### config.mk
export PLATFORM = sky130hd
export DESIGN_NAME = interval_window
export DESIGN_NICKNAME = d
export VERILOG_FILES = /design/src/rtl/led_rotation_checker_pkg.sv /design/src/rtl/led_rotation_checker_interval_window.sv
export SDC_FILE = /design/constraint.sdc
export NUM_CORES = 1
export LEC_CHECK = 0
export CAP_MARGIN = 20
export CORE_ASPECT_RATIO = 1.1
export CORE_MARGIN = 2
export CORE_UTILIZATION = 55
export DETAILED_ROUTE_END_ITERATION = 8
export PLACE_DENSITY = 0.76
export SETUP_SLACK_MARGIN = 0.5
export SYNTH_ARGS = -nofsm -noshare
export SYNTH_HDL_FRONTEND = slang
export SYNTH_SLANG_ARGS = --single-unit
### constraint.sdc
create_clock -name clk -period 1.85 [get_ports clk]
set_input_delay 0.555 -clock clk [delete_from_list [all_inputs] [get_ports clk]]
set_output_delay 0.555 -clock clk [all_outputs]
set_load 0.02 [all_outputs]
### src/rtl/led_rotation_checker_pkg.sv
// Shared definitions for the LED rotation checker: fault codes, FSM states,
// the common start pattern and small helpers used by the checker and its window counter.
package led_rotation_checker_pkg;

  // Also the reset pattern of the companion LED shifter; both sides must agree.
  localparam logic [7:0] DEFAULT_INIT_PATTERN = 8'h1F;

  typedef enum logic [1:0] {
    ERR_NONE    = 2'd0,
    ERR_PATTERN = 2'd1,
    ERR_EARLY   = 2'd2,
    ERR_STALL   = 2'd3
  } err_code_e;

  typedef enum logic [1:0] {
    ST_WAIT_INIT = 2'd0,
    ST_TRACK     = 2'd1,
    ST_FAULT     = 2'd2
  } state_e;

  function automatic logic [7:0] rotl1(input logic [7:0] v);
    return {v[6:0], v[7]};
  endfunction

  // Interval counter width: 16 bits, widened only when the window limit needs more.
  function automatic int gap_width(input longint limit);
    int w;
    w = 16;
    while ((longint'(1) << w) <= limit) w++;
    return w;
  endfunction

endpackage

### src/rtl/led_rotation_checker_interval_window.sv
// Saturating count of clock edges since the last accepted LED value, compared
// against the legal step window [PERIOD-TOL, PERIOD+TOL].
module interval_window
  import led_rotation_checker_pkg::*;
#(
  parameter int unsigned PERIOD = 2,
  parameter int unsigned TOL    = 0
) (
  input  logic clk,
  input  logic rst_n,
  input  logic restart_i,
  input  logic advance_i,
  output logic at_limit_o,
  output logic too_early_o
);

  localparam int W = gap_width(longint'(PERIOD) + longint'(TOL));
  localparam logic [W-1:0] LIMIT_HI = W'(PERIOD + TOL);
  localparam logic [W-1:0] LIMIT_LO = W'(PERIOD - TOL);

  logic [W-1:0] gap_q;
  logic [W-1:0] gap_d;

  always_comb begin
    gap_d = gap_q;
    if (restart_i) begin
      gap_d = W'(1);
    end else if (advance_i && (gap_q != '1)) begin
      gap_d = gap_q + W'(1);
    end
  end

  // NOTE: sequential state uses non-blocking assignments so every flop samples pre-edge values.
  always_ff @(posedge clk or negedge rst_n) begin
    if (!rst_n) begin
      gap_q <= '0;
    end else begin
      gap_q <= gap_d;
    end
  end

  assign at_limit_o  = (gap_q == LIMIT_HI);
  assign too_early_o = (gap_q < LIMIT_LO);

endmodule

==> results of run 1 <==
-- through the flow --
step | TNS, ns | cell area, um^2 | hold WS, ns | worst slack [ns]
3_3_place_gp | -3.89 | 1300 | 0.527 | -0.498
3_5_place_dp | -4.13 | 1300 | 0.555 | -0.479
2_1_floorplan | 0 | 1070 | 0.259 | 0.175
-- cells in the mapped netlist, types with 2 or more instances --
library cell / instances
nand3_1: 3
nor4_1: 4
mux2_2: 4
nand4_1: 4
a21oi_1: 8
nand3_4: 2
inv_1: 6
and4_1: 2
a211oi_1: 3
dfrtp_1: 16
o41ai_1: 3
o311ai_0: 2
nand2_1: 7
nor3_1: 3
and2_1: 2
nor2b_1: 4
or4_1: 3
and3_1: 3
nor2_1: 11
ha_1: 2
o31ai_1: 3
-- kinds of logic after synthesis --
kind of cell               after synthesis  synth area share (%)
DFF                                     16                  41.3
and+or+nand+nor                         49                  30.0
AOI/OAI and AO/OA                       23                  16.5
adders and majority gates                2                  2.58
muxes                                    5                  5.68
buffers and inverters                    9                  3.88
==> metrics.log, run 1 <==
[metrics] Vert. Die Dim: 48.0 um
[metrics] buffer levels on the longest clock path: 2
[metrics] total number of yosys warnings: 0
[metrics] Synth top area share: 41.3%
[metrics] gate count of the mapped netlist: 104
[metrics] Avg Cell Area, Syn: 9.31 um^2
[metrics] Placement Rows: 15
[metrics] Num Clock Sinks: 16
[metrics] number of storage elements in the synthesis netlist: 16
[metrics] first error: [ERROR DPL-0038] Utilization greater than 100%, impossible to legalize
[metrics] number of instances in the placed design: 145
[metrics] number of buffers created by CTS: 3
[metrics] number of synthesized flops with an enable pin: 0
[metrics] I/O pin count: 6
[metrics] nets in the synthesized netlist: 110
[metrics] number of port buffers: 5
[metrics] number of distinct library cells after synthesis: 30
[metrics] top post-synthesis cells by area: dfrtp_1 41%, mux2_2 4.7%, nor2_1 4.3%
[metrics] area of the mapped netlist: 968 um^2
[metrics] cell taking the most area after synthesis: dfrtp_1
[metrics] portion of the post-synthesis area used by sequential elements: 41.3%
[metrics] Synth Flop Type: dfrtp_1
[metrics] post-CTS repair timing setup buffer count: 10
[metrics] Resize count post-CTS: 54
[metrics] maximum level of the CTS H-tree: 1
[metrics] die width: 44.0 um
[metrics] routability congestion estimate: 0.922
[metrics] HPWL after detailed placement: 1970 um
[metrics] status: aborted with a tool error
[metrics] root buffer selected by CTS: clkbuf_4
[metrics] Stop stage: 4_1_cts
[metrics] Initial Util: 60.0%
[metrics] Post-CTS Hold Buffers: 0
[metrics] ys async rst share: 100%
==> inputs of run 2 (changes only) <==
--- a/config.mk
+++ b/config.mk
@@ -6,12 +6,10 @@
 export NUM_CORES = 1
 export LEC_CHECK = 0
 export CAP_MARGIN = 20
-export CORE_ASPECT_RATIO = 1.1
-export CORE_MARGIN = 2
-export CORE_UTILIZATION = 55
+export CORE_AREA = 2 2 63 65
 export DETAILED_ROUTE_END_ITERATION = 8
-export PLACE_DENSITY = 0.76
-export SETUP_SLACK_MARGIN = 0.5
+export DIE_AREA = 0 0 65 67
+export PLACE_DENSITY_LB_ADDON = 0.15
 export SYNTH_ARGS = -nofsm -noshare
 export SYNTH_HDL_FRONTEND = slang
 export SYNTH_SLANG_ARGS = --single-unit
==> run 2 against run 1 <==
Effect of this change: the flow now finishes, with violations (setup timing); synthesized area unchanged; synthesized cell count unchanged.
==> metrics.log, run 2 <==
[metrics] static leakage power: 0.000611 uW
[metrics] First-pass DRT Iterations: 4
[metrics] routability congestion estimate: 0.803 (was 0.922)
[metrics] number of distinct library cells after synthesis: 30 (unchanged)
[metrics] clock transition time at the flip-flop clock pins of the worst setup and hold paths: 0.07 ns
[metrics] leading cell type in the layout, fill and taps excluded: buf_4
[metrics] maximum level of the CTS H-tree: 1 (unchanged)
[metrics] Remaining DRCs: 0
[metrics] nets in the synthesized netlist: 110 (unchanged)
[metrics] root buffer selected by CTS: clkbuf_8 (was clkbuf_4)
[metrics] failing checks: setup timing
[metrics] number of antenna violations at the first check in global routing: 0
[metrics] I/O pin count: 6 (unchanged)
[metrics] slowest cell on the critical path: dfrtp_1
[metrics] highest-count cells in the layout ignoring fill and taps: 32 x buf_4, 16 x dfrtp_1, 11 x nor2_1
[metrics] share of the core filled with cells in the final layout: 38.7%
[metrics] Num Clock Sinks: 16 (unchanged)
[metrics] number of synthesized flops with an enable pin: 0 (unchanged)
[metrics] GRT Util Overall: 13.4%
[metrics] unrepaired setup endpoints after global routing: yes
[metrics] Nets: 148
[metrics] total number of yosys warnings: 0 (unchanged)
[metrics] Slew Viols, Final: 0
[metrics] wire per inst: 13.7 um
[metrics] max reg flops: 16
[metrics] Layout Area Growth over Synthesis: 43.9%
[metrics] HPWL after detailed placement: 1920 um (was 1970 um)
[metrics] sort of element at the start of the critical path: flop
[metrics] Top reg by flops: gap_q
[metrics] number of hold violations in the final report: 0
[metrics] area of the mapped netlist: 968 um^2 (unchanged)
[metrics] Finish-stage setup viols: 2
[metrics] highest clock rate: 519 MHz
[metrics] number of buffer and inverter stages on the critical path: 1
[metrics] Total Die Area: 4360 um^2
[metrics] Vert. Die Dim: 67 um (was 48.0 um)
[metrics] Initial Util: 26.9% (was 60.0%)
[metrics] number of storage elements in the synthesis netlist: 16 (unchanged)
[metrics] CP Data Required Time: 1.29 ns
[metrics] power density relative to cell area: 550 nW/um^2
[metrics] buffer levels on the longest clock path: 2 (unchanged)
[metrics] Vias/cell: 5.02
[metrics] critical path type: flop to primary output
[metrics] via count: 949
[metrics] cell taking the most area after synthesis: dfrtp_1 (unchanged)
[metrics] gate count of the mapped netlist: 104 (unchanged)
[metrics] TritonCTS clock tree: done
[metrics] cell with the most instances after synthesis: dfrtp_1 (unchanged)
[metrics] Worst slew margin: 77.9%
[metrics] Post-CTS Hold Buffers: 0 (unchanged)
[metrics] setup TNS: -0.152 ns
[metrics] antenna-violating nets left: 0
[metrics] final critical delay including setup and external delays: 1.93 ns
[metrics] number of global-route vias before repair: 939
[metrics] flop2flop setup slack: 0.08 ns
[metrics] biggest regs: gap_q (16)
[metrics] status: finished, violations left (was aborted with a tool error)
[metrics] cell breakdown of the critical path: nor4_2 > nand4_1 > nor2_1 > buf_4
[metrics] die width: 65 um (was 44.0 um)
[metrics] post-CTS repair timing setup buffer count: 0 (was 10)
[metrics] largest voltage drop on the vdd net: 0.381 mV
[metrics] Total Routed Length: 2590 um
[metrics] Synth Flop Type: dfrtp_1 (unchanged)
[metrics] maximum number of pins on one net before global-route repair: 22
[metrics] largest delay contributor family on the critical path: simple AND/OR/NAND/NOR gates
[metrics] global-route congestion overflow total: 0
[metrics] Worst-Margin Slew: 0.327 ns
[metrics] setup ws final: -0.0758 ns
[metrics] Core ar.: 3610 um^2
[metrics] global-route wire length before repair: 4370 um
[metrics] Avg Cell Area, Syn: 9.31 um^2 (unchanged)
[metrics] ys async rst share: 100% (unchanged)
[metrics] Synth top area share: 41.3% (unchanged)
[metrics] worst-case clock skew: 0.00515 ns
[metrics] Diodes inserted: 0
[metrics] highest fanout seen on the critical path: 2
[metrics] share of final-layout standard cells stronger than drive strength 1: 36.2%
[metrics] number of buffers created by CTS: 3 (unchanged)
[metrics] portion of the post-synthesis area used by sequential elements: 41.3% (unchanged)
[metrics] peak per-stage delay on the critical path: 0.39 ns
[metrics] nature of the critical path endpoint: primary output
[metrics] top post-synthesis cells by area: dfrtp_1 41%, mux2_2 4.7%, nor2_1 4.3% (unchanged)
[metrics] number of max-cap violations: 0
[metrics] top cells by instance count after synthesis: 16 x dfrtp_1, 11 x nor2_1, 8 x a21oi_1 (unchanged)
[metrics] Final Cycle Share: 104%
[metrics] number of port buffers: 5 (unchanged)
[metrics] hold crit path type: flop to flop
[metrics] clock latency of the later-clocked register in the worst-skew pair: 0.26 ns
[metrics] DRC violation total after the first TritonRoute iteration: 89
[metrics] arrival time at the worst endpoint: 1.37 ns
[metrics] Placement Rows: 22 (was 15)
==> run 2: power by group <==
group	total [uW]	internal, uW	switching (uW)
sequential	358	355	2.97
combinational	87.0	41.4	45.6
clock	321	189	132
==> run 2: logic make-up (layout without fill, tap and decap cells) <==
| group | after synthesis | count (layout) | synth area share [%] |
|---|---|---|---|
| AND/OR/NAND/NOR | 49 | 49 | 30.0 |
| AO/OA/AOI/OAI | 23 | 23 | 16.5 |
| flip-flops | 16 | 16 | 41.3 |
| buffers and inverters | 9 | 46 | 3.88 |
| multiplexers | 5 | 5 | 5.68 |
| adder cells (fa/ha/maj) | 2 | 2 | 2.58 |
==> run 2: worst register-to-register path, stage by stage, from the launching register on <==
cell	delay, ns
dfrtp_1	0.38
buf_4	0.14
ha_1	0.22
nand2_2	0.09
nor3_2	0.05
buf_4	0.18
or4_1	0.53
a21oi_2	0.13
==> run 2: cell type report <==
| cell class | count | area, um^2 |
|---|---|---|
| Clock buffer | 4 | 55.1 |
| Fill cell | 372 | 2210 |
| Inverter | 6 | 22.5 |
| Multi-Input combinational cell | 79 | 567 |
| Sequential cell | 16 | 400 |
| Tap cell | 48 | 60.1 |
| Timing Repair Buffer | 36 | 289 |
==> run 2: final timing paths <==
| kind | startpoint | end | cells past startpoint |
|---|---|---|---|
| max in group asynchronous | rst_n | gap_q[1]$_DFFE_PN0P_ | 2 |
| min reg2reg | gap_q[10]$_DFFE_PN0P_ | gap_q[10]$_DFFE_PN0P_ | 2 |
| max reg2reg | gap_q[0]$_DFFE_PN0P_ | gap_q[15]$_DFFE_PN0P_ | 7 |
| min in group asynchronous | rst_n | gap_q[13]$_DFFE_PN0P_ | 2 |
| max | gap_q[9]$_DFFE_PN0P_ | too_early_o | 4 |
| min | gap_q[10]$_DFFE_PN0P_ | gap_q[10]$_DFFE_PN0P_ | 2 |
==> run 2: metal layers <==
layer  vias to the layer above  global-route usage, %  wire length [um]
met2                        18                   22.6              1210
met1                       452                   16.0              1230
li1                        469                      -                 -
met5                         -                      0                 0
met3                        10                   3.21                77
met4                         0                   6.65                76
==> run 2: repair_timing <==
item,CTS,global route
pin swaps,3,3
hold endpoints to repair,0,0
gates resized for setup,14,4
endpoints found under the setup margin,10,4
==> run 2: stage by stage <==
stage | area, um^2 | setup slack [ns] | power (uW) | hold WS [ns] | instances
floorplan | 968 | 0.130 | 400 | 0.259 | 104
detailed placement | 1310 | -0.406 | 455 | 0.583 | 185
finish | 1390 | -0.0758 | 766 | 0.619 | 189
CTS | 1380 | -0.126 | 778 | 0.611 | 189
global placement | 1310 | -0.420 | 454 | 0.569 | 185
global route | 1390 | -0.162 | 806 | 0.643 | 189
Note: power is estimated with default switching activity, not from simulation.
